## src/rtl/sine_dds_seq.sv

```systemverilog
// Phase-accumulator sequencer: walks the sine ROM address bus and registers ROM data toward the DAC.
// Optional build macro SINE_DDS_TWOS_COMP_EN converts offset-binary samples to two's complement.
module sine_dds_seq #(
    parameter int PHASE_W = 24,
    parameter int CNT_W   = 16
) (
    input  logic               i_clk,
    input  logic               i_rst,
    input  logic               i_start,
    input  logic               i_stop,
    input  logic [PHASE_W-1:0] i_freq_word,
    input  logic [CNT_W-1:0]   i_n_cycles,
    output logic [7:0]         o_rom_addr,
    input  logic [7:0]         i_rom_q,
    output logic [7:0]         o_dac_data,
    output logic               o_dac_valid,
    output logic               o_busy,
    output logic               o_done
);

    // state   | meaning
    // S_IDLE  | phase/count held at 0, waiting for an accepted start
    // S_RUN   | accumulating phase, one ROM address per cycle
    // S_DRAIN | last sample registering, phase already back at 0
    typedef enum logic [1:0] {S_IDLE, S_RUN, S_DRAIN} state_t;

    state_t             r_state;
    state_t             w_state_nxt;
    logic [PHASE_W-1:0] r_phase;
    logic [PHASE_W-1:0] r_fw;
    logic [PHASE_W-1:0] w_phase_sum;
    logic               w_carry;
    logic [CNT_W-1:0]   r_count;
    logic [CNT_W-1:0]   r_n;
    logic [CNT_W-1:0]   w_count_inc;
    logic               r_stop_flag;
    logic               w_accept;
    logic               w_exit;
    logic [7:0]         w_sample;
    logic [7:0]         r_dac_data;
    logic               r_dac_valid;
    logic               r_done;

    assign {w_carry, w_phase_sum} = {1'b0, r_phase} + {1'b0, r_fw};
    assign w_count_inc = r_count + {{(CNT_W-1){1'b0}}, 1'b1};
    assign w_accept    = i_start & ~i_stop & (i_freq_word != '0);
    // A period end is the only place a run may stop, so no wrapped address is ever sampled.
    assign w_exit      = w_carry & (((r_n != '0) && (w_count_inc == r_n)) || r_stop_flag);

`ifdef SINE_DDS_TWOS_COMP_EN
    assign w_sample = {~i_rom_q[7], i_rom_q[6:0]};
`else
    assign w_sample = i_rom_q;
`endif

    always_comb begin
        w_state_nxt = r_state;
        case (r_state)
            S_IDLE:  if (w_accept) w_state_nxt = S_RUN;
            S_RUN:   if (w_exit) w_state_nxt = S_DRAIN;
            S_DRAIN: w_state_nxt = S_IDLE;
            default: w_state_nxt = S_IDLE;
        endcase
    end

    always_ff @(posedge i_clk) begin
        if (i_rst) r_state <= S_IDLE;
        else       r_state <= w_state_nxt;
    end

    always_ff @(posedge i_clk) begin
        if (i_rst) begin
            r_phase     <= '0;
            r_fw        <= '0;
            r_count     <= '0;
            r_n         <= '0;
            r_stop_flag <= 1'b0;
            r_dac_data  <= '0;
            r_dac_valid <= 1'b0;
            r_done      <= 1'b0;
        end else begin
            r_dac_valid <= (r_state == S_RUN);
            r_done      <= (r_state == S_DRAIN);
            if (r_state == S_RUN) r_dac_data <= w_sample;
            case (r_state)
                S_RUN: begin
                    if (w_exit) begin
                        r_phase     <= '0;
                        r_stop_flag <= 1'b0;
                    end else begin
                        r_phase <= w_phase_sum;
                        if (i_stop) r_stop_flag <= 1'b1;
                    end
                    if (w_carry) r_count <= w_count_inc;
                end
                default: begin
                    r_phase     <= '0;
                    r_count     <= '0;
                    r_stop_flag <= 1'b0;
                    if (r_state == S_IDLE && w_accept) begin
                        r_fw <= i_freq_word;
                        r_n  <= i_n_cycles;
                    end
                end
            endcase
        end
    end

    assign o_rom_addr  = r_phase[PHASE_W-1 -: 8];
    assign o_dac_data  = r_dac_data;
    assign o_dac_valid = r_dac_valid;
    assign o_busy      = (r_state != S_IDLE);
    assign o_done      = r_done;

endmodule

```

## config.mk

```make
export PLATFORM = sky130hd
export DESIGN_NAME = sine_dds_seq
export DESIGN_NICKNAME = d
export VERILOG_FILES = /design/src/rtl/sine_dds_seq.sv
export SDC_FILE = /design/constraint.sdc
export NUM_CORES = 1
export LEC_CHECK = 0
export CELL_PAD_IN_SITES_DETAIL_PLACEMENT = 2
export CELL_PAD_IN_SITES_GLOBAL_PLACEMENT = 2
export CORE_ASPECT_RATIO = 1.5
export CORE_MARGIN = 2
export CORE_UTILIZATION = 38
export CTS_BUF_LIST = sky130_fd_sc_hd__clkbuf_2 sky130_fd_sc_hd__clkbuf_4 sky130_fd_sc_hd__clkbuf_8
export DETAILED_ROUTE_END_ITERATION = 6
export PLACE_DENSITY = 0.86
export SLEW_MARGIN = 20
export SYNTH_ARGS = -nofsm -noshare
export SYNTH_HDL_FRONTEND = slang
export SYNTH_SLANG_ARGS = --single-unit
```

## constraint.sdc

```tcl
create_clock -name i_clk -period 4.9 [get_ports i_clk]
set_input_delay 0.98 -clock i_clk [delete_from_list [all_inputs] [get_ports i_clk]]
set_output_delay 0.98 -clock i_clk [all_outputs]
set_load 0.01 [all_outputs]
```

; After elaboration in Yosys (flattened, before gate mapping)
; Index checks and enable logic that the tools add are counted.
[word_totals]
ff_bits = 93
output_inout_bits = 19
elab_cells = 35
[classes]
n_reduce_logical = 11
n_eq_ne = 5
muxes = 3
n_bitwise = 5
n_addsub = 2
[op_table]
columns = op, n
row1 = adder 24 x 24 -> 25 bit, 1
row2 = nonzero test 24 bit, 1
row3 = "adder 16 x 1 -> 16 bit, second input constant", 1
row4 = equality test 16 bit, 1
row5 = nonzero test 16 bit, 1
row6 = 2-to-1 mux 2 bit, 2
row7 = "inequality test 2 bit, second input constant", 2
row8 = one-hot mux 2 bit (2 select lines), 1
row9 = AND reduction 2 bit, 2
row10 = AND 1 bit, 3
row11 = OR reduction 3 bit, 1
row12 = "equality test 2 x 1 -> 1 bit, second input constant", 1
row13 = "equality test 2 bit, second input constant", 1
row14 = logical AND 1 bit, 2
row15 = zero test 2 bit, 1
row16 = inverter 1 bit, 2
row17 = nonzero test 2 bit, 1
row18 = OR reduction 2 bit, 1
row19 = logical OR 1 bit, 1

; Longest topological paths before layout
[depth]
depth_word = 7
depth_mapped = 11

; Worst setup path after synthesis
; Ideal clock, no wire load.
[synth_path]
path_kind = reg2reg
from = register r_phase[0]
to = register r_phase[10]
t_arrival_ps = 2591
path_slack_ps = 2235
path_stages_with_launch = 11
cell_sequence = dfxtp_1 > ha_1 > fa_1 > a211oi_2 > nor3_2 > o31ai_4 > a21oi_2 > or4b_1 > buf_2 > buf_6 > a31oi_1
[synth_via]
elab_chain_len = 3
[synth_rtl]
columns = item, line
row1 = "start, declared", 29  ; logic [PHASE_W-1:0] r_phase;
row2 = "start signal, assigned", 91  ; r_phase <= w_phase_sum;
row3 = adder 24 x 24 -> 25 bit (*), 44  ; assign {w_carry, w_phase_sum} = {1'b0, r_phase} + {1'b0, r_fw};
row4 = AND 1 bit, 48  ; assign w_exit = w_carry & (((r_n != '0) && (w_count_inc == r_n)) || r_stop_flag);
row5 = OR reduction 3 bit (no line), n/a
; Every way passes the cells marked *; elsewhere a longest branch is shown, timed or not.
; A chain may end at the register's enable or synchronous reset.

; Worst setup path after layout
[layout_path]
from = input i_freq_word[22]
to = register r_fw[16]
[layout_via]
elab_chain_len = 4
[layout_rtl]
columns = item, line
row1 = "start, declared", 11  ; input logic [PHASE_W-1:0] i_freq_word,
row2 = nonzero test 24 bit, 46  ; assign w_accept = i_start & ~i_stop & (i_freq_word != '0);
row3 = AND 1 bit, 46
row4 = logical AND 1 bit, 100  ; if (r_state == S_IDLE && w_accept) begin
row5 = AND reduction 2 bit (no line), n/a
row6 = "end signal, assigned", 101  ; r_fw <= i_freq_word;
row7 = "end, declared", 30  ; logic [PHASE_W-1:0] r_fw;
; Every way passes these cells.

==> qor.json <==
{
  "critPathCapture": {"value": "r_fw[16]"},
  "critPathKind": {"value": "in2reg"},
  "std_cell_core_area": {"value": 0.0135, "unit": "sq mm"},
  "cts.repair.resized": {"value": 0},
  "worstReg2RegEnd": {"value": "r_phase[19]"},
  "num-nets-final": {"value": 701},
  "fin_crit": {"value": 3.58, "unit": "ns"},
  "final_util": {"value": 45.6, "unit": "%"},
  "fp.dieW": {"value": 99.7, "unit": "um"},
  "switchingPower": {"value": 0.694, "unit": "mW"},
  "detail_route.wirelength": {"value": 17500, "unit": "um"},
  "timing.final.ws_setup": {"value": 1.32, "unit": "ns"},
  "clk_pin_slew": {"value": 0.10, "unit": "ns"},
  "max-vdd-ir-drop": {"value": 0.000128, "unit": "V"},
  "skew": {"value": 0.0139, "unit": "ns"},
  "floorplan.die_area": {"value": 0.0147, "unit": "sq mm"},
  "drive_gt1_share": {"value": 7.01, "unit": "%"},
  "num_vias": {"value": 4670},
  "ys_top_cells_by_count": {"value": "sky130_fd_sc_hd__dfxtp_1, sky130_fd_sc_hd__nor2_1, sky130_fd_sc_hd__mux2i_1"},
  "initial_core_util": {"value": 38.8, "unit": "%"},
  "grt_pass1_wl": {"value": 27700, "unit": "um"},
  "timing.slew.headroom": {"value": 35.3, "unit": "%"},
  "antenna_cells": {"value": 0},
  "cts_tree": {"value": "built"},
  "synth.ff_latch_count": {"value": 93},
  "grt_max_degree": {"value": 51},
  "first_pass_drt_iterations": {"value": 4},
  "netlist_instances": {"value": 578},
  "synth_most_common_cell": {"value": "sky130_fd_sc_hd__dfxtp_1"},
  "max_freq": {"value": 279, "unit": "MHz"},
  "cts-hold-fix-buffers": {"value": 0},
  "netlist_area": {"value": 0.00522, "unit": "sq mm"},
  "synth_top_cell_by_area": {"value": "sky130_fd_sc_hd__dfxtp_1"},
  "power.switching_fraction": {"value": 35.5, "unit": "%"},
  "crit_required": {"value": 5.16, "unit": "ns"},
  "power_share_of_the_sequential_group": {"value": 45.2, "unit": "%"},
  "synth_warnings": {"value": 0},
  "antenna_violations_before_repair": {"value": 0},
  "place.port_buffers": {"value": 70},
  "dpl_cell_area": {"value": 0.00595, "unit": "sq mm"},
  "worst_ep_arrival_time": {"value": 3.84, "unit": "ns"},
  "syn_nets": {"value": 656},
  "yosysUniqueCellTypes": {"value": 68},
  "outcome": {"value": "completed"},
  "first_global_vias": {"value": 5356},
  "hold_path_depth": {"value": 2},
  "grt_remaining_overflow": {"value": 0},
  "cts_max_level": {"value": 3},
  "worst_path_max_delay_cell": {"value": "sky130_fd_sc_hd__o21ai_4"},
  "dr.first_iter.drc_count": {"value": 101},
  "drcViolationCount": {"value": 0},
  "regToRegStartpoint": {"value": "r_phase[0]"},
  "critical_path.startpoint_type": {"value": "primary input"},
  "netlist_top_cells_area": {"value": "sky130_fd_sc_hd__dfxtp_1, sky130_fd_sc_hd__mux2i_1, sky130_fd_sc_hd__ha_1"},
  "crit_chain": {"value": "clkdlybuf4s50_1, nor4_1, nand4_1, o21ai_4, buf_12, mux2i_1, nor2_1"},
  "via_per_inst": {"value": 5.91},
  "synth_ff_type": {"value": "sky130_fd_sc_hd__dfxtp_1"},
  "place_worst_setup_slack": {"value": 0.950, "unit": "ns"},
  "finish.cell_count_without_fillers": {"value": 790},
  "power.density": {"value": 318, "unit": "mW/mm^2"},
  "cts.sink_count": {"value": 93},
  "report.power.total": {"value": 1.95, "unit": "mW"},
  "worst_pin_slew": {"value": 0.968, "unit": "ns"},
  "power_report.internal_total": {"value": 1.26, "unit": "mW"},
  "synth_top_area_share": {"value": 35.6, "unit": "%"},
  "clkPwrFrac": {"value": 25.6, "unit": "%"},
  "power.share.combinational": {"value": 29.2, "unit": "%"},
  "synth_async_sr_flop_share": {"value": 0, "unit": "%"},
  "placement_rows": {"value": 52},
  "rrSetupSlack": {"value": 1.56, "unit": "ns"},
  "max_stage_delay_on_crit_path": {"value": 0.80, "unit": "ns"},
  "setup.worst_path.start": {"value": "i_freq_word[22]"},
  "holdWs": {"value": 0.469, "unit": "ns"},
  "hold_class": {"value": "reg2reg"},
  "final.fill_count": {"value": 1484},
  "syn_area_per_cell": {"value": 9.04, "unit": "sq um"},
  "cts_inserted_buffers": {"value": 9},
  "r2r.worst_path.cells": {"value": 8},
  "num_io_pins": {"value": 71},
  "grt_setup_unrepaired": {"value": "false"},
  "layout_worst_path_cycle_share": {"value": 73.0, "unit": "%"},
  "final_max_slew_viol_count": {"value": 0},
  "die_height": {"value": 148, "unit": "um"},
  "drv_cap": {"value": 0},
  "endpoint_kind": {"value": "flop"},
  "finalSetupViolations": {"value": 0},
  "post-cts-setup-buffer-count": {"value": 0},
  "dp_hpwl": {"value": 13400, "unit": "um"},
  "post-place-cells": {"value": 774},
  "seq_area_frac_synth": {"value": 35.6, "unit": "%"},
  "clk_latency": {"value": 0.38, "unit": "ns"},
  "report.final.hold_viol_count": {"value": 0},
  "gp_routability_congestion": {"value": 0.875},
  "gr-usage-all-layers": {"value": 24.4, "unit": "%"},
  "wl_per_cell": {"value": 22.1, "unit": "um"},
  "timing.critical_path.fanout_max": {"value": 21},
  "synth_edf_count": {"value": 0},
  "area_growth_syn_to_layout": {"value": 17.4, "unit": "%"},
  "antenna_violating_nets_post_route": {"value": 0},
  "finalSetupTns": {"value": 0, "unit": "ns"},
  "clock_path_buffers": {"value": 2},
  "cts.root.buffer_cell": {"value": "sky130_fd_sc_hd__clkbuf_8"},
  "finalInstanceArea": {"value": 0.00613, "unit": "sq mm"},
  "leakagePower": {"value": 2.53, "unit": "nW"}
}
==> critical path: cells and delay by family <==
| family | cells | cell delay (ns) |
|---|---|---|
| mux | 1 | 0.24 |
| simple gates | 3 | 0.99 |
| compound gates | 1 | 0.80 |
| buf+inv | 2 | 0.80 |
==> metal layers <==
metal / share of wire [%] / wire length [um] / global-route usage [%] / vias up
met5: 0 / 0 / 0 / -
met4: 3.7 / 646 / 12.7 / 0
met3: 2.5 / 429 / 3.92 / 45
met2: 57 / 10000 / 47.8 / 94
met1: 36 / 6350 / 23.7 / 2335
li1: - / - / - / 2196
==> sequential cells by signal, indices dropped and copies added, names as in the netlist <==
signal	count
o_done	1
r_count	16
r_state	2
r_fw	24
r_phase	24
o_dac_data	8
o_dac_valid	1
r_stop_flag	1
r_n	16
==> final cells by class <==
class / count / area, sq um / area share, %
timing repair buffer: 73 / 731 / 11.9
inverter: 9 / 33.8 / 0.551
multi-input combinational: 437 / 3120 / 50.9
sequential: 93 / 1860 / 30.3
clock buffer: 9 / 124 / 2.02
clock inverter: 7 / 58.8 / 0.959
tap: 162 / 203 / 3.30
==> power groups by stage <==
stage,sequential (mW),combinational [mW],clock (mW)
floorplan,0.889,0.352,0
global placement,0.896,0.535,0
detailed placement,0.901,0.569,0
CTS,0.884,0.575,0.515
global route,0.892,0.621,0.548
finish,0.884,0.570,0.500
==> worst min-delay path by stage <==
stage / start / end / slack [ns]
floorplan: r_state[0] / o_done / 0.43
finish: o_dac_data[0] / o_dac_data[0] / 0.47
global placement: o_dac_data[0] / o_dac_data[0] / 0.44
global route: o_dac_data[0] / o_dac_data[0] / 0.49
CTS: o_dac_data[0] / o_dac_data[0] / 0.47
detailed placement: o_dac_data[0] / o_dac_data[0] / 0.46
==> kinds of logic after synthesis <==
logic type	share of synthesized area, %
AO/OA/AOI/OAI	19.4
XOR/XNOR	7.38
adder cells (fa/ha/maj)	6.37
buffers and inverters	4.79
flip-flops	35.6
multiplexers	8.07
AND/OR/NAND/NOR	18.4
==> cells in the final DEF, fill, tap and decap left out, drive strengths merged, types with 4 or more instances in the layout <==
| master | instances |
|---|---|
| a31oi | 17 |
| o21bai | 9 |
| nor3 | 13 |
| nand3 | 9 |
| a211oi | 11 |
| nor3b | 4 |
| nand2 | 38 |
| xnor2 | 24 |
| inv | 11 |
| xor2 | 20 |
| a2111oi | 4 |
| o21ai | 17 |
| o21a | 8 |
| o31ai | 6 |
| nor4 | 20 |
| buf | 4 |
| ha | 25 |
| and3 | 8 |
| a21oi | 29 |
| nor2 | 65 |
| clkdlybuf4s50 | 69 |
| mux2i | 41 |
| nand2b | 4 |
| nand4 | 10 |
| a21o | 10 |
| clkbuf | 9 |
| a221oi | 6 |
| dfxtp | 93 |
Note: power is estimated with default switching activity, not from simulation.
